### src/rtl/fp_sqrt_param.sv
// fp_sqrt_param: parameterised IEEE-style square root, one root bit per cycle
// with a valid/ready handshake on both sides and selectable rounding mode.
module fp_sqrt_param #(
   parameter int EXP_W = 5,
   parameter int MAN_W = 10
) (
   input  logic                   clk,
   input  logic                   reset,
   input  logic                   in_valid,
   output logic                   in_ready,
   input  logic [EXP_W+MAN_W:0]   in_data,
   input  logic [1:0]             round_mode,
   output logic                   out_valid,
   input  logic                   out_ready,
   output logic [EXP_W+MAN_W:0]   out_data,
   output logic                   is_nan,
   output logic                   is_pinf,
   output logic                   is_ninf,
   output logic                   is_inexact
);
   localparam int W  = 1 + EXP_W + MAN_W;
   localparam int N  = MAN_W + 2;
   localparam int EW = EXP_W + 6;
   localparam logic [EXP_W-1:0] BIAS = {1'b0, {(EXP_W-1){1'b1}}};

   typedef enum logic [2:0] {IDLE, NORM, ITER, ROUND, DONE} state_t;

   state_t                 state;
   logic [W-1:0]           op;
   logic [1:0]             rm;
   logic [2*N-1:0]         x;
   logic [N+1:0]           rem;
   logic [N-1:0]           q;
   logic [4:0]             cnt;
   logic [EXP_W-1:0]       er;

   logic                   sgn, nan, pinf, zero, ge, g, st, inc;
   logic [EXP_W-1:0]       e, er_n;
   logic [MAN_W-1:0]       m;
   logic [MAN_W:0]         sig, sig_n, frac;
   logic [4:0]             s;
   logic signed [EW-1:0]   ue;
   logic [2*N-1:0]         x_init;
   logic [N+1:0]           rem_t, trial;
   logic [W-1:0]           res;

   assign in_ready = (state == IDLE) & ~reset;
   assign is_ninf  = 1'b0;

   always_comb begin
      sgn = op[W-1];
      e = op[W-2:MAN_W];
      m = op[MAN_W-1:0];
      sig = {|e, m};
      s = '0;
      for (int i = 0; i <= MAN_W; i++)
         if (sig[i]) s = 5'(MAN_W - i);
      sig_n = sig << s;
      // subnormals use exponent 1 and lose one more per normalising shift
      ue = EW'(e) + EW'(e == '0) - EW'(BIAS) - EW'(s);
      er_n = EXP_W'(ue >>> 1) + BIAS;
      x_init = ue[0] ? {sig_n, {(MAN_W+3){1'b0}}} : {1'b0, sig_n, {(MAN_W+2){1'b0}}};
      nan = (&e & |m) | (sgn & (|e | |m));
      pinf = &e & ~|m & ~sgn;
      zero = ~|{e, m};
      rem_t = {rem[N-1:0], x[2*N-1 -: 2]};
      trial = {q, 2'b01};
      ge = rem_t >= trial;
      g = q[0];
      st = |rem;
      inc = (rm == 2'b00) ? g & (st | q[1]) : (rm == 2'b10) ? g | st : 1'b0;
      frac = {1'b0, q[N-2:1]} + {{MAN_W{1'b0}}, inc};
      res = {1'b0, er + {{(EXP_W-1){1'b0}}, frac[MAN_W]}, frac[MAN_W-1:0]};
   end

   always_ff @(posedge clk) begin
      if (reset) begin
         state <= IDLE;
         out_valid <= 1'b0;
         out_data <= '0;
         is_nan <= 1'b0;
         is_pinf <= 1'b0;
         is_inexact <= 1'b0;
      end else begin
         case (state)
            IDLE: if (in_valid) begin
               op <= in_data;
               rm <= round_mode;
               state <= NORM;
            end
            NORM: begin
               is_nan <= nan;
               is_pinf <= pinf;
               is_inexact <= 1'b0;
               out_data <= nan  ? {1'b1, {EXP_W{1'b1}}, 1'b1, {(MAN_W-1){1'b0}}} :
                           pinf ? {1'b0, {EXP_W{1'b1}}, {MAN_W{1'b0}}} :
                                  {sgn, {(W-1){1'b0}}};
               out_valid <= nan | pinf | zero;
               x <= x_init;
               rem <= '0;
               q <= '0;
               cnt <= '0;
               er <= er_n;
               state <= (nan | pinf | zero) ? DONE : ITER;
            end
            ITER: begin
               x <= x << 2;
               rem <= ge ? rem_t - trial : rem_t;
               q <= {q[N-2:0], ge};
               cnt <= cnt + 5'd1;
               if (cnt == 5'(N-1)) state <= ROUND;
            end
            ROUND: begin
               out_data <= res;
               is_inexact <= g | st;
               out_valid <= 1'b1;
               state <= DONE;
            end
            DONE: if (out_ready) begin
               out_valid <= 1'b0;
               state <= IDLE;
            end
            default: state <= IDLE;
         endcase
      end
   end
endmodule
### config.mk
export PLATFORM = sky130hd
export DESIGN_NAME = fp_sqrt_param
export DESIGN_NICKNAME = d
export VERILOG_FILES = /design/src/rtl/fp_sqrt_param.sv
export SDC_FILE = /design/constraint.sdc
export NUM_CORES = 1
export LEC_CHECK = 0
export ABC_AREA = 1
export BUFFER_PORTS_ARGS = -buffer_cell sky130_fd_sc_hd__buf_2
export CAP_MARGIN = 30
export CORE_ASPECT_RATIO = 0.9
export CORE_MARGIN = 2
export CORE_UTILIZATION = 60
export DETAILED_ROUTE_END_ITERATION = 10
export PLACE_DENSITY = 0.87
export SYNTH_ARGS = -nofsm -noshare
export SYNTH_HDL_FRONTEND = slang
export SYNTH_SLANG_ARGS = --single-unit
export TNS_END_PERCENT = 10
### constraint.sdc
create_clock -name clk -period 3.9 [get_ports clk]
set_input_delay 0.78 -clock clk [delete_from_list [all_inputs] [get_ports clk]]
set_output_delay 0.78 -clock clk [all_outputs]
set_load 0.01 [all_outputs]
-- Word-level counts from Yosys, hierarchy flattened
Index checks and enable logic that the tools add are counted.
Widths: inputs -> output; s select.
- add/subtract/negate cells: 8
- magnitude comparators: 1
- eq/ne operators: 9
- shift operators: 1
- muxes and demuxes: 30
- bitwise logic cells: 14
- reductions and logical operators: 18
- operator list (cell ; number):
    $pmux 24 s2 ; 1
    $mux 5 ; 8
    $mux 16 ; 2
    $pmux 16 s2 ; 1
    $pmux 14 s2 ; 1
    $mux 24 ; 1
    $pmux 12 s2 ; 1
    $pmux 3 s5 ; 1
    $reduce_or 15->1 ; 1
    $ge 14x14->1 ; 1
    $mux 14 ; 1
    $reduce_or 14->1 ; 1
    $sub 14x14->14 ; 1
    $mux 3 ; 4
    $mux 4 ; 3
    $add 10x1->11 ; 1
    $shl 11x5->11 ; 1
    $pmux 5 s2 ; 1
    $reduce_or 10->1 ; 1
    $add 5x1->6 ; 1
    $and 1x1->1 ; 6
    $eq 3x2->1 const B ; 2
    $ne 2x2->1 const B ; 3
    $or 1x1->1 ; 6
    other kinds (23) ; 31
- bits in registers: 101
- input bits: 22
- output and inout port bits: 22
- word-level logic and storage cells: 94

-- Longest topological paths before layout
- depth in word-level cells: 14
- depth in mapped cells: 25
- depth with buffers taken out: 25

-- Worst setup path after synthesis
No wires, ideal clock.
- path kind: input to register
- start: input reset
- end: register cnt[0] (enable)
- library setup time: 458 ps
- arrival: 3093 ps
- data required time: 3442 ps
- setup slack: 349 ps
- stages: 2
- path buffers: 1
- cells stage by stage: clkbuf_1 -> a21oi_1
- word-level cells in the longest chain between the ends: 2
- ends and longest elaborated chain (item ; line ; source):
    start: declaration ; 8 ; input logic reset,
    $not 1->1 (no source line) ; - ;
    $reduce_and 2->1 (no source line) ; - ;
    end signal: assignment ; 110 ; cnt <= cnt + 5'd1;
    end: declaration ; 34 ; logic [4:0] cnt;
No other way between the ends.
A chain may end at the register's enable or synchronous reset.

-- Worst setup path in the final report
- start: register rem[10]
- end: register out_data[14]
- word-level cells in the longest chain between the ends: 7
- elaborated cells on any way between the ends: 9
- classes of those cells: add/sub (2); mux (3); bitwise (3); reduce/logical (1)
- ends and longest elaborated chain (item ; line ; source):
    start: declaration ; 32 ; logic [N+1:0] rem;
    start signal: assignment ; 108 ; rem <= ge ? rem_t - trial : rem_t;
    $reduce_or 14->1 (*) ; 70 ; st = |rem;
    $or 1x1->1 ; 71 ; inc = (rm == 2'b00) ? g & (st | q[1]) : (rm == 2'b10) ? g | st : 1'b0;
    $mux 1 or $and 1x1->1 (tied branches) ; 71 ;
    $mux 1 (*) ; 71 ;
    $add 10x1->11 (*) ; 72 ; frac = {1'b0, q[N-2:1]} + {{MAN_W{1'b0}}, inc};
    $add 5x1->5 (*) ; 73 ; res = {1'b0, er + {{(EXP_W-1){1'b0}}, frac[MAN_W]}, frac[MAN_W-1:0]};
    $pmux 16 s2 (*) ; 85 ; case (state)
    end signal: assignment ; 95 ; out_data <= nan ? {1'b1, {EXP_W{1'b1}}, 1'b1, {(MAN_W-1){1'b0}}} :
    end signal: assignment ; 114 ; out_data <= res;
    end: declaration ; 15 ; output logic [EXP_W+MAN_W:0] out_data,
Every way passes the cells marked *; elsewhere a longest branch is shown, timed or not.

==> flow_summary.json <==
{
  "status": "complete, no violations",
  "drt-total-wl_um": 11500,
  "setup_viol": 0,
  "cts_htree_levels": 3,
  "antenna_found_initial": 0,
  "p_per_area_nw_per_um2": 414,
  "tritoncts": "yes",
  "grtUsageMet1_pct": 32.1,
  "postRouteAntennaNets": 0,
  "initial_utilization_pct": 60.9,
  "core.rowCount": 32,
  "cts_setup_buffers": 0,
  "final_max_slew_viol_count": 0,
  "min_path_type": "reg -> reg",
  "viasPerCell": 5.56,
  "io_buffers": 42,
  "max_freq_mhz": 299,
  "relSlewSlack_pct": 35.8,
  "worst_slew_pin_slew_ns": 0.960,
  "cts_resized": 0,
  "clkTransAtPathRegs_ns": 0.10,
  "busiest_layer": "met2",
  "grt_pass1_wl_um": 19000,
  "required_ns": 4.21,
  "regArea_sq_um": 2440,
  "grt_util_all_layers_pct": 25.9,
  "ir_worst_vdd_mv": 0.214,
  "fp.dieArea_sq_um": 9380,
  "rsz0062_at_grt": "no",
  "dr.pass1.iters": 5,
  "die_h_um": 92.1,
  "io_pins": 44,
  "finalCritPeriodShare_pct": 85.6,
  "dp_cells": 773,
  "cts_buffer_depth": 2,
  "synth-seq-cells": 89,
  "critical_path_class": "reg -> reg",
  "syn-num-nets": 671,
  "synth_area_leader_cell": "edfxtp_1",
  "postSynthCellCount": 621,
  "synth.avg_cell_area_sq_um": 8.33,
  "combPwrFrac_pct": 22.9,
  "synth_edf_count": 66,
  "finalSetupTns_ns": 0,
  "root_buffer": "clkbuf_8",
  "nets": 715,
  "gr-usage-met3_pct": 4.50,
  "grt_max_degree": 44,
  "seqPwrFrac_pct": 49.9,
  "cts.sinks": 89,
  "fp.coreArea_sq_um": 8490,
  "wl_per_cell_um": 14.6,
  "ys_seq_area_share_pct": 47.2,
  "gp_congestion": 0.890,
  "ys_top_cells_by_count": "120 x nand2_1, 85 x inv_1, 76 x nand3_1",
  "p_leak_nw": 2.54,
  "cap_violations": 0,
  "worstPathMaxFanout": 3,
  "finalCriticalPeriod_ns": 3.34,
  "yosysWarnings": 0,
  "drt_iter0_markers": 267,
  "power_frac_clock_pct": 27.2,
  "p_int_mw": 1.62,
  "numCtsBuffers": 9,
  "grt.met2_usage_pct": 44.8,
  "switching_share_pct": 31.6,
  "synth_area_sq_um": 5170,
  "drive_above_1_share_pct": 12.2,
  "fill_cells": 693,
  "synth_top_cell_area_share_pct": 38.3,
  "fin_cells": 789,
  "multiInputGateArea_sq_um": 2350,
  "ys_top_cells_by_area": "edfxtp_1 38%, dfxtp_1 8.9%, nand2_1 8.7%",
  "drc": 0,
  "diodes": 0,
  "synth_cell_types": 41,
  "cp-start-kind": "flip-flop",
  "endpoint_kind": "flip-flop",
  "switchingPower_mw": 0.748,
  "grt_pass1_vias": 4242,
  "clk_latency_ns": 0.36,
  "grt.overflow.total": 0,
  "hold_violations": 0,
  "synthToLayoutAreaGrowth_pct": 10.6,
  "synth.most_common_cell": "nand2_1",
  "vias": 4388,
  "die_width_um": 102,
  "ctsHoldBuffers": 0,
  "ys_async_sr_fraction_pct": 0,
  "dp_hpwl_um": 8580,
  "synthFlopType": "edfxtp_1",
  "cp.arrival_ns": 3.65,
  "finalClockSkew_ns": 0.0122
}
-- power by group through the flow --
stage / combinational (mW) / clock (mW) / sequential [mW]
after detailed placement: 0.535 / 0 / 1.20
final: 0.543 / 0.645 / 1.18
after global routing: 0.612 / 0.686 / 1.19
after global placement: 0.518 / 0 / 1.20
after floorplan: 0.386 / 0 / 1.20
after CTS: 0.539 / 0.652 / 1.18
-- area by class of cell --
class / instances / share of cell area [%]
flip-flops and latches: 89 / 42.7
inverters: 90 / 5.91
clock buffers: 12 / 3.11
repair buffers: 45 / 4.07
clock inverters: 4 / 0.481
well taps: 119 / 2.60
multi-input cells: 430 / 41.1
-- layer usage --
metal | routed length [um] | vias up
li1 | - | 2183
met5 | 0 | -
met1 | 4880 | 2055
met2 | 5790 | 123
met4 | 345 | 0
met3 | 495 | 27
-- stage by stage --
step                area, sq um  setup slack [ns]  utilization, %  power (mW)  hold WS [ns]
global placement           5520             0.832            65.0        1.71         0.452
global route               5720             0.205            67.4        2.49         0.493
detailed placement         5520             0.674            65.0        1.74         0.457
finish                     5720             0.560            67.4        2.37         0.471
CTS                        5720             0.589            67.4        2.37         0.472
floorplan                  5170             0.349               -        1.59         0.489
-- worst max-delay path, cell delays in order, from the launching register on --
cell and delay [ns]:
edfxtp_1 0.40, nor4_1 0.08, and2_1 0.15, nand3_1 0.09, nand2_1 0.06, a21oi_1 0.16, ha_1 0.21, ha_1 0.17
nand2_1 0.07, nor2_1 0.11, inv_1 0.07, nor2_1 0.09, inv_1 0.07, nor3_1 0.22, nand3_1 0.16, nor2_1 0.14
ha_1 0.20, ha_1 0.18, nand2_1 0.08, nor2_1 0.12, xor2_1 0.16, nand2_1 0.08, nand3_2 0.08, o211ai_1 0.09
inv_1 0.07
-- registers in the layout (all words and copies together) (netlist names) --
register,count
op,16
out_data,16
rem,14
q,12
x,12
cnt,5
er,5
state,3
rm,2
is_inexact,1
is_nan,1
is_pinf,1
out_valid,1
-- cells in the final DEF, fill, tap and decap left out, drive strengths merged, types with 12 or more instances in the layout --
| master | instances |
|---|---|
| clkbuf | 12 |
| ha | 26 |
| nand2 | 122 |
| a21oi | 48 |
| buf | 45 |
| o21ai | 34 |
| dfxtp | 23 |
| nor2 | 58 |
| inv | 94 |
| edfxtp | 66 |
| nand3 | 78 |
-- kinds of logic (layout without fill, tap and decap cells) --
family                   Yosys count  in the layout  share of synthesized area [%]
XOR/XNOR                          15             15                           2.54
other                              1              1                         0.0725
adder cells (fa/ha/maj)           28             28                           7.07
flip-flops                        89             89                           47.2
AND/OR/NAND/NOR                  285            285                           24.7
AO/OA/AOI/OAI                    101            101                           10.8
buffers and inverters            102            151                           7.57
-- worst paths after layout --
check | slack (ns) | cells after the start | from | end
worst max-delay path | 0.56 | 24 | rem[10] | out_data[14]
worst min register to register | 0.47 | 2 | out_data[5] | out_data[5]
worst max register to register | 0.56 | 24 | rem[10] | out_data[14]
worst min-delay path | 0.47 | 2 | out_data[5] | out_data[5]
No activity file was read; power rests on OpenSTA's default activity.
